==> src/rtl/sa_ram_rd_streamer_if.sv <==
// sa_ram_rd_streamer_if
//   Bundles the command, RAM read port and output stream signals of the
//   SA RAM read-side streamer.
//   master : the streamer (accepts commands, drives RAM reads, sources stream)
//   slave  : the environment (command source, RAM, stream consumer)
//   Signals:
//     cmd_valid/cmd_ready/cmd_addr[8:0]/cmd_len[8:0] : burst command
//     ram_re/ram_ra[8:0]/ram_dout[255:0]             : RAM read port
//     dout_valid/dout_ready/dout_data[255:0]/dout_last : output stream
interface sa_ram_rd_streamer_if;
  logic         cmd_valid;
  logic         cmd_ready;
  logic [8:0]   cmd_addr;
  logic [8:0]   cmd_len;
  logic         ram_re;
  logic [8:0]   ram_ra;
  logic [255:0] ram_dout;
  logic         dout_valid;
  logic         dout_ready;
  logic [255:0] dout_data;
  logic         dout_last;

  modport master (
    input  cmd_valid, cmd_addr, cmd_len, ram_dout, dout_ready,
    output cmd_ready, ram_re, ram_ra, dout_valid, dout_data, dout_last
  );

  modport slave (
    output cmd_valid, cmd_addr, cmd_len, ram_dout, dout_ready,
    input  cmd_ready, ram_re, ram_ra, dout_valid, dout_data, dout_last
  );
endinterface

==> src/rtl/sa_ram_rd_streamer.sv <==
// sa_ram_rd_streamer
//   Read-side streaming controller for the 512x256 two-port SA RAM. Takes a
//   burst command (start address, length-1), issues one RAM read per cycle
//   while issue credits remain, absorbs the RAM's one-cycle read latency and
//   delivers the words on a valid/ready stream with a last marker.
//   Parameters:
//     DEPTH           : output FIFO entries == issue credits (>= 3 for full rate)
//   Ports:
//     nvdla_core_clk  : clock
//     nvdla_core_rstn : asynchronous active-low reset
//     rd_if           : command / RAM read port / output stream (master side)
//     busy            : controller not idle
//     stall_cnt[31:0] : cycles with dout_valid && !dout_ready (saturating)
//   Optional feature macro:
//     SA_RAM_RD_STREAMER_PERF_EN : enables stall_cnt; otherwise tied to 0.
module sa_ram_rd_streamer #(
  parameter int unsigned DEPTH = 4
) (
  input  logic                 nvdla_core_clk,
  input  logic                 nvdla_core_rstn,
  sa_ram_rd_streamer_if.master rd_if,
  output logic                 busy,
  output logic [31:0]          stall_cnt
);

  localparam int unsigned AW = (DEPTH > 1) ? $clog2(DEPTH) : 1;
  localparam int unsigned CW = $clog2(DEPTH + 1);
  localparam logic [AW-1:0] LAST_IDX = AW'(DEPTH - 1);

  typedef enum logic [1:0] {IDLE, RUN, DRAIN} state_t;

  state_t        state_q, state_d;
  logic [8:0]    rd_ptr_q, rd_ptr_d;
  logic [8:0]    remaining_q, remaining_d;
  logic [8:0]    ra_hold_q;
  logic [CW-1:0] credits_q, credits_d;
  logic [CW-1:0] count_q, count_d;
  logic [AW-1:0] wr_idx_q, rd_idx_q;
  logic          infl_vld_q, infl_last_q;
  logic [256:0]  fifo_mem [DEPTH];
  logic [256:0]  head;
  logic          dout_valid;
  logic          issue, pop, accept;

  function automatic logic [AW-1:0] idx_next(input logic [AW-1:0] idx);
    return (idx == LAST_IDX) ? '0 : idx + AW'(1);
  endfunction

  assign head       = fifo_mem[rd_idx_q];
  assign dout_valid = (count_q != '0);
  assign pop        = dout_valid & rd_if.dout_ready;
  assign accept     = rd_if.cmd_valid & (state_q == IDLE);
  assign issue      = (state_q == RUN) && (credits_q != '0);

  assign rd_if.cmd_ready  = (state_q == IDLE);
  assign rd_if.ram_re     = issue;
  // The address register only updates on issue, so the RAM sees a stable
  // address whenever no read is being made.
  assign rd_if.ram_ra     = issue ? rd_ptr_q : ra_hold_q;
  assign rd_if.dout_valid = dout_valid;
  // Storage has no reset; masking the head keeps the outputs at zero while
  // the FIFO is empty.
  assign rd_if.dout_data  = dout_valid ? head[255:0] : '0;
  assign rd_if.dout_last  = dout_valid & head[256];
  assign busy             = (state_q != IDLE);

  always_comb begin
    state_d     = state_q;
    rd_ptr_d    = rd_ptr_q;
    remaining_d = remaining_q;
    case (state_q)
      IDLE: begin
        if (accept) begin
          rd_ptr_d    = rd_if.cmd_addr;
          remaining_d = rd_if.cmd_len;
          state_d     = RUN;
        end
      end
      RUN: begin
        if (issue) begin
          rd_ptr_d    = rd_ptr_q + 9'd1;
          remaining_d = remaining_q - 9'd1;
          if (remaining_q == '0) begin
            state_d = DRAIN;
          end
        end
      end
      DRAIN: begin
        if (pop && head[256]) begin
          state_d = IDLE;
        end
      end
      default: state_d = IDLE;
    endcase
  end

  always_comb begin
    credits_d = credits_q;
    if (issue && !pop) begin
      credits_d = credits_q - CW'(1);
    end else if (pop && !issue) begin
      credits_d = credits_q + CW'(1);
    end
    count_d = count_q;
    if (infl_vld_q && !pop) begin
      count_d = count_q + CW'(1);
    end else if (pop && !infl_vld_q) begin
      count_d = count_q - CW'(1);
    end
  end

  always_ff @(posedge nvdla_core_clk or negedge nvdla_core_rstn) begin
    if (!nvdla_core_rstn) begin
      state_q     <= IDLE;
      rd_ptr_q    <= '0;
      remaining_q <= '0;
      ra_hold_q   <= '0;
      credits_q   <= CW'(DEPTH);
      count_q     <= '0;
      wr_idx_q    <= '0;
      rd_idx_q    <= '0;
      infl_vld_q  <= 1'b0;
      infl_last_q <= 1'b0;
    end else begin
      state_q     <= state_d;
      rd_ptr_q    <= rd_ptr_d;
      remaining_q <= remaining_d;
      credits_q   <= credits_d;
      count_q     <= count_d;
      infl_vld_q  <= issue;
      infl_last_q <= issue && (remaining_q == '0);
      if (issue) begin
        ra_hold_q <= rd_ptr_q;
      end
      if (infl_vld_q) begin
        wr_idx_q <= idx_next(wr_idx_q);
      end
      if (pop) begin
        rd_idx_q <= idx_next(rd_idx_q);
      end
    end
  end

  always_ff @(posedge nvdla_core_clk) begin
    if (infl_vld_q) begin
      fifo_mem[wr_idx_q] <= {infl_last_q, rd_if.ram_dout};
    end
  end

`ifdef SA_RAM_RD_STREAMER_PERF_EN
  logic [31:0] stall_cnt_q;

  always_ff @(posedge nvdla_core_clk or negedge nvdla_core_rstn) begin
    if (!nvdla_core_rstn) begin
      stall_cnt_q <= '0;
    end else if (dout_valid && !rd_if.dout_ready && (stall_cnt_q != '1)) begin
      stall_cnt_q <= stall_cnt_q + 32'd1;
    end
  end

  assign stall_cnt = stall_cnt_q;
`else
  assign stall_cnt = '0;
`endif

endmodule

==> src/flat_wrapper.sv <==
// flat-port wrapper written by rule: the top's interface ports become plain ports
module sa_ram_rd_streamer_flat 
#(
  parameter int unsigned DEPTH = 4
)
  (nvdla_core_clk, nvdla_core_rstn, busy, stall_cnt, rd_if_cmd_valid, rd_if_cmd_addr, rd_if_cmd_len, rd_if_ram_dout, rd_if_dout_ready, rd_if_cmd_ready, rd_if_ram_re, rd_if_ram_ra, rd_if_dout_valid, rd_if_dout_data, rd_if_dout_last);
  sa_ram_rd_streamer_if rd_if_i ();
  input  logic nvdla_core_clk;
  input  logic nvdla_core_rstn;
  output logic busy;
  output logic [31:0] stall_cnt;
  input wire logic [$bits(rd_if_i.cmd_valid)-1:0] rd_if_cmd_valid;
  input wire logic [$bits(rd_if_i.cmd_addr)-1:0] rd_if_cmd_addr;
  input wire logic [$bits(rd_if_i.cmd_len)-1:0] rd_if_cmd_len;
  input wire logic [$bits(rd_if_i.ram_dout)-1:0] rd_if_ram_dout;
  input wire logic [$bits(rd_if_i.dout_ready)-1:0] rd_if_dout_ready;
  output wire logic [$bits(rd_if_i.cmd_ready)-1:0] rd_if_cmd_ready;
  output wire logic [$bits(rd_if_i.ram_re)-1:0] rd_if_ram_re;
  output wire logic [$bits(rd_if_i.ram_ra)-1:0] rd_if_ram_ra;
  output wire logic [$bits(rd_if_i.dout_valid)-1:0] rd_if_dout_valid;
  output wire logic [$bits(rd_if_i.dout_data)-1:0] rd_if_dout_data;
  output wire logic [$bits(rd_if_i.dout_last)-1:0] rd_if_dout_last;
  assign rd_if_i.cmd_valid = rd_if_cmd_valid;
  assign rd_if_i.cmd_addr = rd_if_cmd_addr;
  assign rd_if_i.cmd_len = rd_if_cmd_len;
  assign rd_if_i.ram_dout = rd_if_ram_dout;
  assign rd_if_i.dout_ready = rd_if_dout_ready;
  assign rd_if_cmd_ready = rd_if_i.cmd_ready;
  assign rd_if_ram_re = rd_if_i.ram_re;
  assign rd_if_ram_ra = rd_if_i.ram_ra;
  assign rd_if_dout_valid = rd_if_i.dout_valid;
  assign rd_if_dout_data = rd_if_i.dout_data;
  assign rd_if_dout_last = rd_if_i.dout_last;
  sa_ram_rd_streamer #(.DEPTH(DEPTH)) u_core (.nvdla_core_clk(nvdla_core_clk), .nvdla_core_rstn(nvdla_core_rstn), .rd_if(rd_if_i), .busy(busy), .stall_cnt(stall_cnt));
endmodule
==> config.mk <==
export PLATFORM = sky130hd
export DESIGN_NAME = sa_ram_rd_streamer_flat
export DESIGN_NICKNAME = d
export VERILOG_FILES = /design/src/rtl/sa_ram_rd_streamer_if.sv /design/src/rtl/sa_ram_rd_streamer.sv /design/src/flat_wrapper.sv
export SDC_FILE = /design/constraint.sdc
export NUM_CORES = 1
export LEC_CHECK = 0
export ABC_CLOCK_PERIOD_IN_PS = 9500
export BUFFER_PORTS_ARGS = -buffer_cell sky130_fd_sc_hd__buf_2
export CAP_MARGIN = 10
export CORE_UTILIZATION = 35
export CTS_CLUSTER_DIAMETER = 40
export CTS_CLUSTER_SIZE = 8
export DETAILED_ROUTE_END_ITERATION = 10
export GPL_ROUTABILITY_DRIVEN = 0
export REMOVE_ABC_BUFFERS = 1
export SYNTH_ARGS = -nofsm -noshare
export SYNTH_HDL_FRONTEND = slang
export SYNTH_SLANG_ARGS = --single-unit
export TNS_END_PERCENT = 1
==> constraint.sdc <==
create_clock -name nvdla_core_clk -period 9.5 [get_ports nvdla_core_clk]
set_input_delay 0.95 -clock nvdla_core_clk [delete_from_list [all_inputs] [get_ports nvdla_core_clk]]
set_output_delay 0.95 -clock nvdla_core_clk [all_outputs]
set_load 0.01 [all_outputs]
### Word level (Yosys, flattened, before mapping)

Memory sizes are Yosys's and may differ from the RTL's.
Index checks and enable logic that the tools add are counted.

* output and inout bits: 302
* bits in registers: 41
* memories kept: 1
* ROM bits: 0
* input port bits: 278
* bits in writable memories: 1028
* bits in latches: 0

* magnitude comparators: 0
* multipliers: 0
* shift operators: 0
* divide/modulo/power cells: 0
* bitwise gates (word level): 3
* equal/unequal tests: 8
* add/sub/neg operators: 8
* multiplexer cells: 21
* reductions and logical operators: 20

Memory list
* u_core.fifo_mem: words 4, width 257, read ports 1, clocked after Yosys merged registers in 0, wr ports 1, line sa_ram_rd_streamer.sv:40 `logic [256:0] fifo_mem [DEPTH];`

Operators with widths (count)
* two-way mux 256 bit: 1
* two-way mux 9 bit: 5
* case mux 9 bit (2 select lines): 2
* two-way mux 2 bit: 6
* two-way mux 3 bit: 4
* adder 9 x 1 -> 9 bit (second input constant): 1
* zero test 9 bit: 1
* subtractor 9 x 1 -> 9 bit (second input constant): 1
* nonzero test 2 bit: 4
* logical AND 1 bit: 7
* adder 3 x 1 -> 3 bit (second input constant): 2
* == test 2 bit (second input constant): 3
* inequality test 2 x 1 -> 1 bit (second input constant): 3
* case mux 2 bit (3 select lines): 1
* nonzero test 3 bit: 2
* subtractor 3 x 1 -> 3 bit (second input constant): 2
* adder 2 x 1 -> 2 bit (second input constant): 2
* AND reduction 4 bit: 1
* AND 1 bit: 3
* zero test 1 bit: 3
* AND reduction 3 bit: 1
* == test 2 x 1 -> 1 bit (second input constant): 1
* zero test 2 bit: 1
* two-way mux 1 bit: 2
* inequality test 2 bit (second input constant): 1

### Depth between registers and ports, before layout

* depth in word-level cells: 6
* gate-level depth with buffers: 11
* depth with buffers taken out: 8

### Least setup slack after synthesis

No wires, ideal clock.

* path type: register -> register
* start: reg u_core.wr_idx_q[0]
* end: mem u_core.fifo_mem[0][0], enable pin
* cell stages (with the launch flop): 4
* data required time: 8851 ps
* buffers on the path: 0
* slack: 2402 ps
* arrival: 6448 ps
* cells stage by stage: dfrtp_1 > inv_1 > ha_1 > and2_1

RTL lines
* start: declaration: line sa_ram_rd_streamer.sv:38 `logic [AW-1:0] wr_idx_q, rd_idx_q;`
* start signal: assignment: line sa_ram_rd_streamer.sv:136 `wr_idx_q <= idx_next(wr_idx_q);`
* end: declaration: line sa_ram_rd_streamer.sv:40

Straight into the memory's write port.

### Final worst setup path

* start: reg u_core.rd_idx_q[1]
* end: out rd_if_dout_data[220]

* longest elaborated chain between the ends: 2

Ends and longest elaborated chain
* start: declaration: line sa_ram_rd_streamer.sv:38
* start signal: assignment: line sa_ram_rd_streamer.sv:139 `rd_idx_q <= idx_next(rd_idx_q);`
* memory (4 x 257 bit)
* two-way mux 256 bit: line sa_ram_rd_streamer.sv:63 `assign rd_if.dout_data = dout_valid ? head[255:0] : '0;`
* end: declaration: line flat_wrapper.sv:21 `output wire logic [$bits(rd_if_i.dout_data)-1:0] rd_if_dout_data;`

Every way passes these cells.

==> flow_summary.ini <==
[outcome]
status = finished, final reports clean

[sta]
final-max-slew-violation-count = 0
worst_slew_pin_slew_ns = 1.179
timing.final.crit_share_pct = 50.99
rsz0062_at_grt = false
finalWorstSetupSlack_ns = 4.656
fin_worst_skew_ns = 0.02866
timing.hold.ws_ns = 0.3261
hold_violations = 0
min_period_ns = 4.844
setup_viol = 0
relSlewSlack_pct = 21.41
max_freq_mhz = 206.4

[detailed_routing]
vias_per_cell = 4.899
wire_per_inst_um = 21.72
totalWireLength_um = 89670
drt_iter0_markers = 1154
ant_nets = 0
drc = 0
drt-pass1-iter-count = 5
num_vias = 20227

[yosys]
synthCells = 1882
ys_top_cells_by_area = edfxtp_1 (75%), mux4_2 (14%), and2_1 (4.0%), dfrtp_1 (2.4%), buf_6 (0.68%)
async_flop_share_pct = 3.835
yosysUniqueCellTypes = 47
ys_seq_area_share_pct = 77.31
synth_flop_cell = edfxtp_1
syn-cell-area_mm2 = 0.04126
netlist.area_leader.share_pct = 74.82
synth_seq_cells = 1069
yosys.area.top_type = edfxtp_1
ys_warn_count = 0
synth_edf_count = 1028
syn_avg_cell_area_um2 = 21.92

[clock_tree]
root_buffer = clkbuf_16
post_cts_buffers = 0
cts_resized = 0
cts_buffers = 166
clock_sinks = 1069
hold_buffers = 0
clk_pin_slew_ns = 0.05
cts_buffer_depth = 3
clk_latency_ns = 0.77
htree_levels = 4
cts_tree = yes

[finish]
final_nets = 2809
areaGrowthSynthToFinish_pct = 22.07
fin_area_mm2 = 0.05036
fill_cells = 10013
fin_cells = 4129
layout-drive-gt1-share_pct = 40.41

[critical_path]
crit_chain = buf_4 > buf_4 > mux4_2 > and2_1 > buf_2
slowest_delay_ns = 0.85
required_ns = 8.55
critPathBufInv = 3
crit_top_cell = buf_4
critPathArrivalTime_ns = 3.89
crit_path_end_kind = output port
crit_type = flop to output port
start_kind = flop
critical-path-slowest-cell = buf_4
cp_max_fo = 70
path_delay_family = buffers and inverters

[pwr]
internal_power_mw = 13.32
ir_drop_v = 0.0003189
power_frac_clock_pct = 27.5
p_sw_share_pct = 31.44
power_frac_seq_pct = 39.7
comb_power_share_pct = 32.9
switching_power_mw = 6.106
p_leak_nw = 17.57
cellPowerDensity_mw_per_mm2 = 385.7

[place]
placed_cells = 3876
dp_hpwl_um = 53270
port_buffers = 547
post_dp_cell_area_mm2 = 0.04544
pre_cts_ws_ns = 5.389

[floorplanning]
initial_core_util_pct = 35.41
io_pins = 580
rows = 125
core_mm2 = 0.1165
die_w_um = 345.3
die_area_mm2 = 0.1192
fp.dieH_um = 345.3

[global_routing]
grt_usage_pct = 15.05
grt_overflow_total = 0
antenna_found_initial = 30
grt_max_degree = 129
first_global_vias = 21692
grt_pass1_wl_um = 135000

[hold_path]
hp-class = input port to asynchronous set/reset pin

[flow_run]
drv_cap = 0
synth_stat cells (all sizes together), types with 3 or more instances:
| library cell | count |
|---|---|
| a21oi | 15 |
| mux4 | 257 |
| inv | 12 |
| edfxtp | 1028 |
| xor2 | 4 |
| nor4 | 5 |
| and4 | 3 |
| nand3 | 8 |
| clkbuf | 36 |
| nand2 | 13 |
| buf | 93 |
| mux2 | 12 |
| ha | 9 |
| nand2b | 7 |
| nor3 | 13 |
| nor2 | 18 |
| o21ai | 13 |
| o22ai | 8 |
| and2 | 262 |
| dfrtp | 40 |
routing by layer:
layer	vias to the layer above	wire length [µm]	track usage, %
met4	28	2064	5.485
met1	10523	35210	17.96
met3	177	6369	5.207
li1	8839	-	-
met5	-	185	0
met2	660	45840	25.15
worst reg2reg max path, delay by kind of cell (launching register included):
| kind | cells | cell delay [ns] |
|---|---|---|
| DFF | 1 | 0.41 |
| and+or+nand+nor | 2 | 1.09 |
| adders and majority gates | 2 | 0.74 |
| buffers and inverters | 2 | 0.94 |
| muxes | 1 | 0.27 |
layout by cell type, fill, tap and decap left out, types with 3 or more instances in the layout:
cell and instances:
a21oi_1 15, and2_1 258, and2_4 4, and4_1 3, buf_12 7, buf_2 547, buf_4 14, bufinv_16 6
clkbuf_1 24, clkbuf_16 166, clkinv_1 19, clkinv_16 6, clkinv_2 4, clkinvlp_4 4, conb_1 32, dfrtp_1 38
diode_2 14, edfxtp_1 1028, ha_1 9, inv_1 12, inv_16 5, mux2_2 12, mux4_2 257, nand2_1 13
nand2b_1 7, nand3_1 8, nor2_1 18, nor3_1 11, nor4_1 5, o21ai_0 12, o22ai_1 8, xor2_1 4
logic make-up after synthesis:
| kind of cell | synth area share [%] |
|---|---|
| compound gates | 0.6733 |
| xor+xnor | 0.1274 |
| fa+ha+maj | 0.3700 |
| buf+inv | 2.153 |
| flops | 77.31 |
| mux | 14.38 |
| other cells | 0.009090 |
| simple gates | 4.971 |
cell type report:
cell class | instances | area, µm² | share of cell area (%)
clock inverters | 49 | 640.6 | 1.272
diodes | 14 | 35.03 | 0.06957
clock buffers | 190 | 4244 | 8.427
multi-input cells | 703 | 8602 | 17.08
repair buffers | 568 | 2983 | 5.923
flip-flops and latches | 1069 | 31900 | 63.35
well taps | 1524 | 1907 | 3.786
inverters | 12 | 45.04 | 0.08944
flip-flops by register name, indices dropped and copies added (netlist names):
register / cells
u_core.remaining_q: 9
u_core.rd_ptr_q: 9
u_core.count_q: 3
u_core.infl_vld_q: 1
u_core.wr_idx_q: 2
u_core.state_q: 2
u_core.ra_hold_q: 9
u_core.rd_idx_q: 2
u_core.infl_last_q: 1
u_core.credits_q: 3
u_core.fifo_mem: 1028
through the flow:
step	util [%]	total power, mW	setup TNS (ns)
floorplan	-	12.98	-555.22
detailed placement	39.00	14.35	0
global route	43.21	20.42	0
CTS	43.19	19.77	0
finish	43.22	19.42	0
global placement	39.00	14.20	0
power by group through the flow:
stage | registers (mW) | clock network (mW) | logic (mW)
floorplan | 8.42 | 0 | 4.56
global placement | 7.68 | 0 | 6.52
detailed placement | 7.80 | 0 | 6.55
CTS | 7.72 | 5.47 | 6.57
global route | 7.85 | 5.67 | 6.90
finish | 7.71 | 5.34 | 6.38
path summary, 6_finish.rpt:
| kind | to | slack (ns) | start | cells after the start |
|---|---|---|---|---|
| setup / recovery | rd_if_dout_data[220] | 4.66 | u_core.rd_idx_q[1] | 5 |
| hold / removal | u_core.state_q[1] | 0.33 | nvdla_core_rstn | 1 |
| setup reg to reg | u_core.count_q[1] | 5.94 | u_core.count_q[0] | 7 |
| hold reg to reg | u_core.count_q[2] | 0.47 | u_core.count_q[2] | 1 |
| max in group asynchronous | u_core.rd_idx_q[1] | 8.49 | nvdla_core_rstn | 1 |
| min in group nvdla_core_clk | u_core.fifo_mem[0][164] | 0.38 | rd_if_ram_dout[164] | 1 |
No activity file was read; power rests on OpenSTA's default activity.
